## src/rtl/ecc_16_dec_pipe.sv

```systemverilog
// Read-side SECDED checker for {parity[5:0], data[15:0]} words.
// Two-stage valid/ready pipeline (syndrome, then correct/classify) with error statistics.
module ecc_16_dec_pipe #(
    parameter int unsigned ADDR_W = 8,
    parameter int unsigned CNT_W  = 8
) (
    input  logic              clk,
    input  logic              rst,
    input  logic              bypass,
    input  logic              in_valid,
    output logic              in_ready,
    input  logic [15:0]       in_data,
    input  logic [5:0]        in_parity,
    input  logic [ADDR_W-1:0] in_addr,
    output logic              out_valid,
    input  logic              out_ready,
    output logic [15:0]       out_data,
    output logic [ADDR_W-1:0] out_addr,
    output logic              out_sbit,
    output logic              out_dbit,
    input  logic              clr_err,
    output logic [CNT_W-1:0]  sbit_cnt,
    output logic [CNT_W-1:0]  dbit_cnt,
    output logic              first_err_vld,
    output logic [ADDR_W-1:0] first_err_addr,
    output logic              dbit_sticky
);

    localparam logic [CNT_W-1:0] CNT_MAX = '1;

    // Same parity equations as the write-side encoder
    function automatic logic [5:0] encode(input logic [15:0] d);
        logic [5:0] p;
        p[0] = d[0] ^ d[1] ^ d[3] ^ d[4] ^ d[6] ^ d[8] ^ d[10] ^ d[11] ^ d[13] ^ d[15];
        p[1] = d[0] ^ d[2] ^ d[3] ^ d[5] ^ d[6] ^ d[9] ^ d[10] ^ d[12] ^ d[13];
        p[2] = d[1] ^ d[2] ^ d[3] ^ d[7] ^ d[8] ^ d[9] ^ d[10] ^ d[14] ^ d[15];
        p[3] = ^d[10:4];
        p[4] = ^d[15:11];
        p[5] = d[0] ^ d[1] ^ d[2] ^ d[4] ^ d[5] ^ d[7] ^ d[10] ^ d[11] ^ d[12] ^ d[14];
        return p;
    endfunction

    logic              s1_full;
    logic [15:0]       s1_data;
    logic [5:0]        s1_syn;
    logic [ADDR_W-1:0] s1_addr;

    logic              s2_open_c;
    logic              s1_moves_c;
    logic              out_xfer_c;
    logic [15:0]       fix_data_c;
    logic              col_hit_c;
    logic              sbit_c;
    logic              dbit_c;

    assign s2_open_c  = !out_valid || out_ready;
    assign s1_moves_c = s1_full && s2_open_c;
    assign in_ready   = !s1_full || s1_moves_c;
    assign out_xfer_c = out_valid && out_ready;

    // S1: syndrome stage
    always_ff @(posedge clk) begin
        if (rst) begin
            s1_full <= 1'b0;
            s1_data <= '0;
            s1_syn  <= '0;
            s1_addr <= '0;
        end else if (in_ready) begin
            s1_full <= in_valid;
            if (in_valid) begin
                s1_data <= in_data;
                s1_syn  <= in_parity ^ encode(in_data);
                s1_addr <= in_addr;
            end
        end
    end

    // Match the syndrome against each data column; a match flips that bit
    always_comb begin
        fix_data_c = s1_data;
        col_hit_c  = 1'b0;
        sbit_c     = 1'b0;
        dbit_c     = 1'b0;
        for (int i = 0; i < 16; i++) begin
            if (s1_syn == encode(16'(1) << i)) begin
                fix_data_c[i] = ~s1_data[i];
                col_hit_c     = 1'b1;
            end
        end
        if (bypass || s1_syn == 6'd0) begin
            fix_data_c = s1_data;
        end else if (col_hit_c) begin
            sbit_c = 1'b1;
        end else if ($onehot(s1_syn)) begin
            sbit_c     = 1'b1;
            fix_data_c = s1_data;
        end else begin
            dbit_c     = 1'b1;
            fix_data_c = s1_data;
        end
    end

    // S2: corrected output stage, holds while stalled
    always_ff @(posedge clk) begin
        if (rst) begin
            out_valid <= 1'b0;
            out_data  <= '0;
            out_addr  <= '0;
            out_sbit  <= 1'b0;
            out_dbit  <= 1'b0;
        end else if (s2_open_c) begin
            out_valid <= s1_full;
            if (s1_full) begin
                out_data <= fix_data_c;
                out_addr <= s1_addr;
                out_sbit <= sbit_c;
                out_dbit <= dbit_c;
            end
        end
    end

    // Statistics advance only on accepted output words; a clear pulse wins
    always_ff @(posedge clk) begin
        if (rst || clr_err) begin
            sbit_cnt       <= '0;
            dbit_cnt       <= '0;
            first_err_vld  <= 1'b0;
            first_err_addr <= '0;
            dbit_sticky    <= 1'b0;
        end else if (out_xfer_c) begin
            if (out_sbit && sbit_cnt != CNT_MAX) begin
                sbit_cnt <= sbit_cnt + CNT_W'(1);
            end
            if (out_dbit && dbit_cnt != CNT_MAX) begin
                dbit_cnt <= dbit_cnt + CNT_W'(1);
            end
            if (out_dbit) begin
                dbit_sticky <= 1'b1;
            end
            if ((out_sbit || out_dbit) && !first_err_vld) begin
                first_err_vld  <= 1'b1;
                first_err_addr <= out_addr;
            end
        end
    end

endmodule

```

## config.mk

```make
export PLATFORM = sky130hd
export DESIGN_NAME = ecc_16_dec_pipe
export DESIGN_NICKNAME = d
export VERILOG_FILES = /design/src/rtl/ecc_16_dec_pipe.sv
export SDC_FILE = /design/constraint.sdc
export NUM_CORES = 1
export LEC_CHECK = 0
export BUFFER_PORTS_ARGS = -buffer_cell sky130_fd_sc_hd__buf_2
export CELL_PAD_IN_SITES_DETAIL_PLACEMENT = 1
export CELL_PAD_IN_SITES_GLOBAL_PLACEMENT = 1
export CORE_ASPECT_RATIO = 1.25
export CORE_MARGIN = 2
export CORE_UTILIZATION = 40
export DETAILED_ROUTE_END_ITERATION = 8
export GPL_ROUTABILITY_DRIVEN = 0
export HOLD_SLACK_MARGIN = 0.15
export MAX_ROUTING_LAYER = met4
export PLACE_DENSITY_LB_ADDON = 0.1
export SYNTH_ARGS = -nofsm -noshare
export SYNTH_HDL_FRONTEND = slang
export SYNTH_SLANG_ARGS = --single-unit
```

## constraint.sdc

```tcl
create_clock -name clk -period 4.55 [get_ports clk]
set_clock_uncertainty 0.2 [all_clocks]
set_input_delay 1.365 -clock clk [delete_from_list [all_inputs] [get_ports clk]]
set_output_delay 1.365 -clock clk [all_outputs]
set_load 0.1 [all_outputs]
```

* Word level (Yosys, flattened, before mapping)
Index checks and enable logic that the tools add are counted. Widths: inputs -> output; s select.
Cells by class: add/sub/neg operators 7, multipliers 0, div/mod/pow operators 0, magnitude comparators 0, equal/unequal tests 19, shifts and indexed selects 0, muxes and demuxes 40, bitwise operators 50, reductions and logical operators 22
Operator list (count):
- $eq 6x6->1 const B | 10
- $mux 1 | 38
- $xor 1x1->1 | 33
- $mux 16 | 2
- $eq 6x4->1 const B | 3
- $add 8x1->8 const B | 2
- $ne 8x8->1 const B | 2
- $not 1->1 | 16
- $eq 6x5->1 const B | 2
- $reduce_and 2->1 | 6
- $reduce_xor 7->1 | 1
- $add 1x1->2 | 3
- $eq 6x3->1 const B | 1
- $logic_not 6->1 | 1
- $xor 6x6->6 | 1
- $logic_and 1x1->1 | 5
- $logic_or 1x1->1 | 5
- $reduce_xor 5->1 | 1
- $add 2x2->3 | 1
- $add 3x2->3 | 1
- $eq 3x1->1 const B | 1
- $logic_not 1->1 | 3
Word-level totals: flip-flop bits (word level) 84, latch bits 0, memory bits (writable) 0, memory bits (read-only) 0, output and inout bits 54, word-level logic and storage cells 152, memories kept 0

* Longest topological paths before layout
depth in word-level cells 19, gate-level depth with buffers 10

* Worst setup path after synthesis
Ideal clock, no wire load.
kind input to output, start point input port out_ready, end point output port in_ready, data arrival time 2.493 ns, required time 2.985 ns, slack 0.492 ns, stages 3, path buffers 1, cell sequence nand2b_1 -> or2_1 -> clkbuf_1
Between the ends: longest elaborated chain between the ends 3
Ends and longest elaborated chain:
- from (decl) | line 16 | input logic out_ready,
- $logic_or 1x1->1 | line 56 | assign s2_open_c = !out_valid || out_ready;
- $logic_and 1x1->1 | line 57 | assign s1_moves_c = s1_full && s2_open_c;
- $logic_or 1x1->1 | line 58 | assign in_ready = !s1_full || s1_moves_c;
- to (decl) | line 11 | output logic in_ready,
No other way between the ends.

* Final worst setup path
Same ends and word-level chain as after synthesis.

==> flow_metrics.env <==
export IMPL_avgSynthCellArea_um2=8.49
export IMPL_worstPathRequired_ns=2.98
export IMPL_post_cts_setup_buffers=0
export IMPL_setup_tns_ns=0
export IMPL_clock_sinks=84
export IMPL_cp_slowest_cell="buf_2"
export IMPL_setup_viol=0
export IMPL_startpoint_type="input pin"
export IMPL_vias_per_cell=5.11
export IMPL_die_h_um=116
export IMPL_crit_arrival_ns=2.24
export IMPL_hold_class="flip-flop to flip-flop"
export IMPL_crit_top_cell="buf_2"
export IMPL_grt_use_total_pct=20.7
export IMPL_syn_nets=519
export IMPL_synthAdderAreaFrac_pct=3.68
export IMPL_slew_headroom_pct=34.6
export IMPL_synth_ff_type="dfxtp_1"
export IMPL_htree_levels=3
export IMPL_synthCells=473
export IMPL_synth_edf_count=0
export IMPL_final_common_cell="buf_2"
export IMPL_synth_area_mm2=0.00401
export IMPL_ant_nets=0
export IMPL_regArea_mm2=0.00168
export IMPL_rows=40
export IMPL_drive_gt1_share_pct=20.4
export IMPL_period_needed_ns=3.80
export IMPL_dp_hpwl_um=7720
export IMPL_start_util_pct=41.3
export IMPL_drv_cap=0
export IMPL_area_growth_pct=20.9
export IMPL_maxSlewViolCount=0
export IMPL_grt_pass1_vias=3508
export IMPL_hold_ws_ns=0.252
export IMPL_crit_type="input pin to output pin"
export IMPL_final_cell_mix="buf_2, nand2_1, dfxtp_1, nor2_1, a21oi_1"
export IMPL_ir_worst_vdd_v=0.000143
export IMPL_clockBufferDepth=2
export IMPL_io_pins=90
export IMPL_drt_pre_antenna_iters=5
export IMPL_p_leak_nw=1.92
export IMPL_synth_ff_latch_count=84
export IMPL_crit_chain="buf_2, nand2b_1, or2_1, buf_2"
export IMPL_synth_xor_area_share_pct=14.6
export IMPL_status="complete, no violations"
export IMPL_grt_start_max_net_pins=42
export IMPL_cts_tree="done"
export IMPL_crit_path_max_incr_delay_ns=0.44
export IMPL_gr_total_overflow=0
export IMPL_end_kind="output pin"
export IMPL_diodes=0
export IMPL_io_buffer_count=89
export IMPL_grt_pass1_wl_um=17200
export IMPL_synth_compound_area_share_pct=11.5
export IMPL_synth_top_family_by_area="simple AND/OR/NAND/NOR gates"
export IMPL_min_period_over_period_pct=83.6
export IMPL_postCtsResizedCells=0
export IMPL_drtIter0Drc=127
export IMPL_clock_fmax_ghz=0.263
export IMPL_nFillCells=1189
export IMPL_synth_area_mux_share_pct=3.09
export IMPL_cts_root_buffer="clkbuf_16"
export IMPL_cts_hold_buffers_added=0
export IMPL_dieArea_mm2=0.0109
export IMPL_critical_path_peak_fanout=4
export IMPL_ys_async_sr_fraction_pct=0
export IMPL_ys_warn_count=0
export IMPL_hold_violations=0
export IMPL_power_density_mw_per_mm2=418
export IMPL_seq_area_frac_synth_pct=41.9
export IMPL_core_region_area_mm2=0.00971
export IMPL_cts_made_buffers=9
export IMPL_wire_per_inst_um=15.5
export IMPL_antenna_found_initial=0
export IMPL_dieWidth_um=93.6
export IMPL_wirelength_um=10600
export IMPL_layout_nets=596
export IMPL_worst_pin_slew_ns=0.979
export IMPL_ys_types=45
export IMPL_drc=0
export IMPL_multi_input_area_mm2=0.00216
export IMPL_clock_latency_ns=0.33
export IMPL_rsz0062_at_grt="false"
export IMPL_synthSimpleGateAreaFrac_pct=21.0
export IMPL_via_count=3477
export IMPL_path_clk_slew_ns=0.06
-- logic make-up (layout without fill, tap and decap cells) --
family	count (synthesis)	after routing
buffers and inverters	40	122
xor gates and xnor gates	62	62
DFF	84	84
muxes	11	11
and+or+nand+nor	189	189
AOI/OAI and AO/OA	77	77
adders and majority gates	10	10
-- per-stage QoR --
stage                     power (mW)  instances  setup WS (ns)  cell area, um^2  utilization (%)
after floorplan                 1.15        473          0.492             4010                -
after global placement          1.23        665          0.771             4520             46.6
after detailed placement        1.25        665          0.746             4520             46.6
after CTS                       2.04        681          0.740             4850             50.0
after global routing            2.11        681          0.689             4850             50.0
final                           2.03        681          0.746             4850             50.0
-- path summary, 6_finish.rpt --
kind                            from                 endpoint  slack [ns]  cells past startpoint
max                        out_ready                 in_ready        0.75                      4
min          s1_addr[5]$_SDFFE_PP0P_  s1_addr[5]$_SDFFE_PP0P_        0.25                      2
max reg2reg   s1_syn[3]$_SDFFE_PP0P_    out_dbit$_SDFFE_PP0P_        0.99                     10
min reg2reg  s1_addr[5]$_SDFFE_PP0P_  s1_addr[5]$_SDFFE_PP0P_        0.25                      2
-- area by class of cell --
| type | instances | share of cell area, % |
|---|---|---|
| clock buffer | 13 | 5.36 |
| clock inverter | 3 | 1.42 |
| inverter | 14 | 1.08 |
| multi-input combinational | 349 | 44.6 |
| sequential | 84 | 34.7 |
| tap | 126 | 3.25 |
| timing repair buffer | 92 | 9.65 |
-- sequential cells by signal, summed over array words and instances (netlist names) --
name,count
s1_addr,8
s1_syn,6
out_data,16
first_err_addr,8
dbit_sticky,1
out_sbit,1
s1_full,1
dbit_cnt,8
out_valid,1
s1_data,16
out_addr,8
first_err_vld,1
sbit_cnt,8
out_dbit,1
-- synthesized netlist by cell type (all sizes together), types with 2 or more instances --
library cell	number	area, um^2
nand2	87	327
dfxtp	84	1680
nor2	48	183
a21oi	43	215
xnor2	38	333
xor2	21	184
a211oi	20	150
clkbuf	15	56.3
inv	14	52.6
nand3	14	70.1
buf	11	61.3
mux2i	9	90.1
nor3	9	45.0
ha	7	87.6
o21ai	7	35.0
nand4	4	25.0
nor2b	4	32.5
fa	3	60.1
nor4	3	18.8
nor4b	3	26.3
o211ai	3	22.5
or3	3	18.8
xnor3	3	67.6
and2	2	12.5
and3	2	12.5
nand2b	2	12.5
nor3b	2	15.0
or2	2	12.5
-- worst max-delay path: cells and delay by family --
family	cells	cell delay, ns
buffers and inverters	2	0.55
AND/OR/NAND/NOR	2	0.32
-- report_power, final --
part	internal, mW	switching (mW)
sequential	0.771	0.0431
clock	0.512	0.286
combinational	0.150	0.267
-- per-layer routing --
layer	up-vias	wire length [um]	GRT usage, %
met5	-	0	-
li1	1734	-	-
met2	87	5460	36.5
met3	13	375	3.58
met1	1643	4540	23.9
met4	0	176	6.47
(Power assumes the default switching activity.)
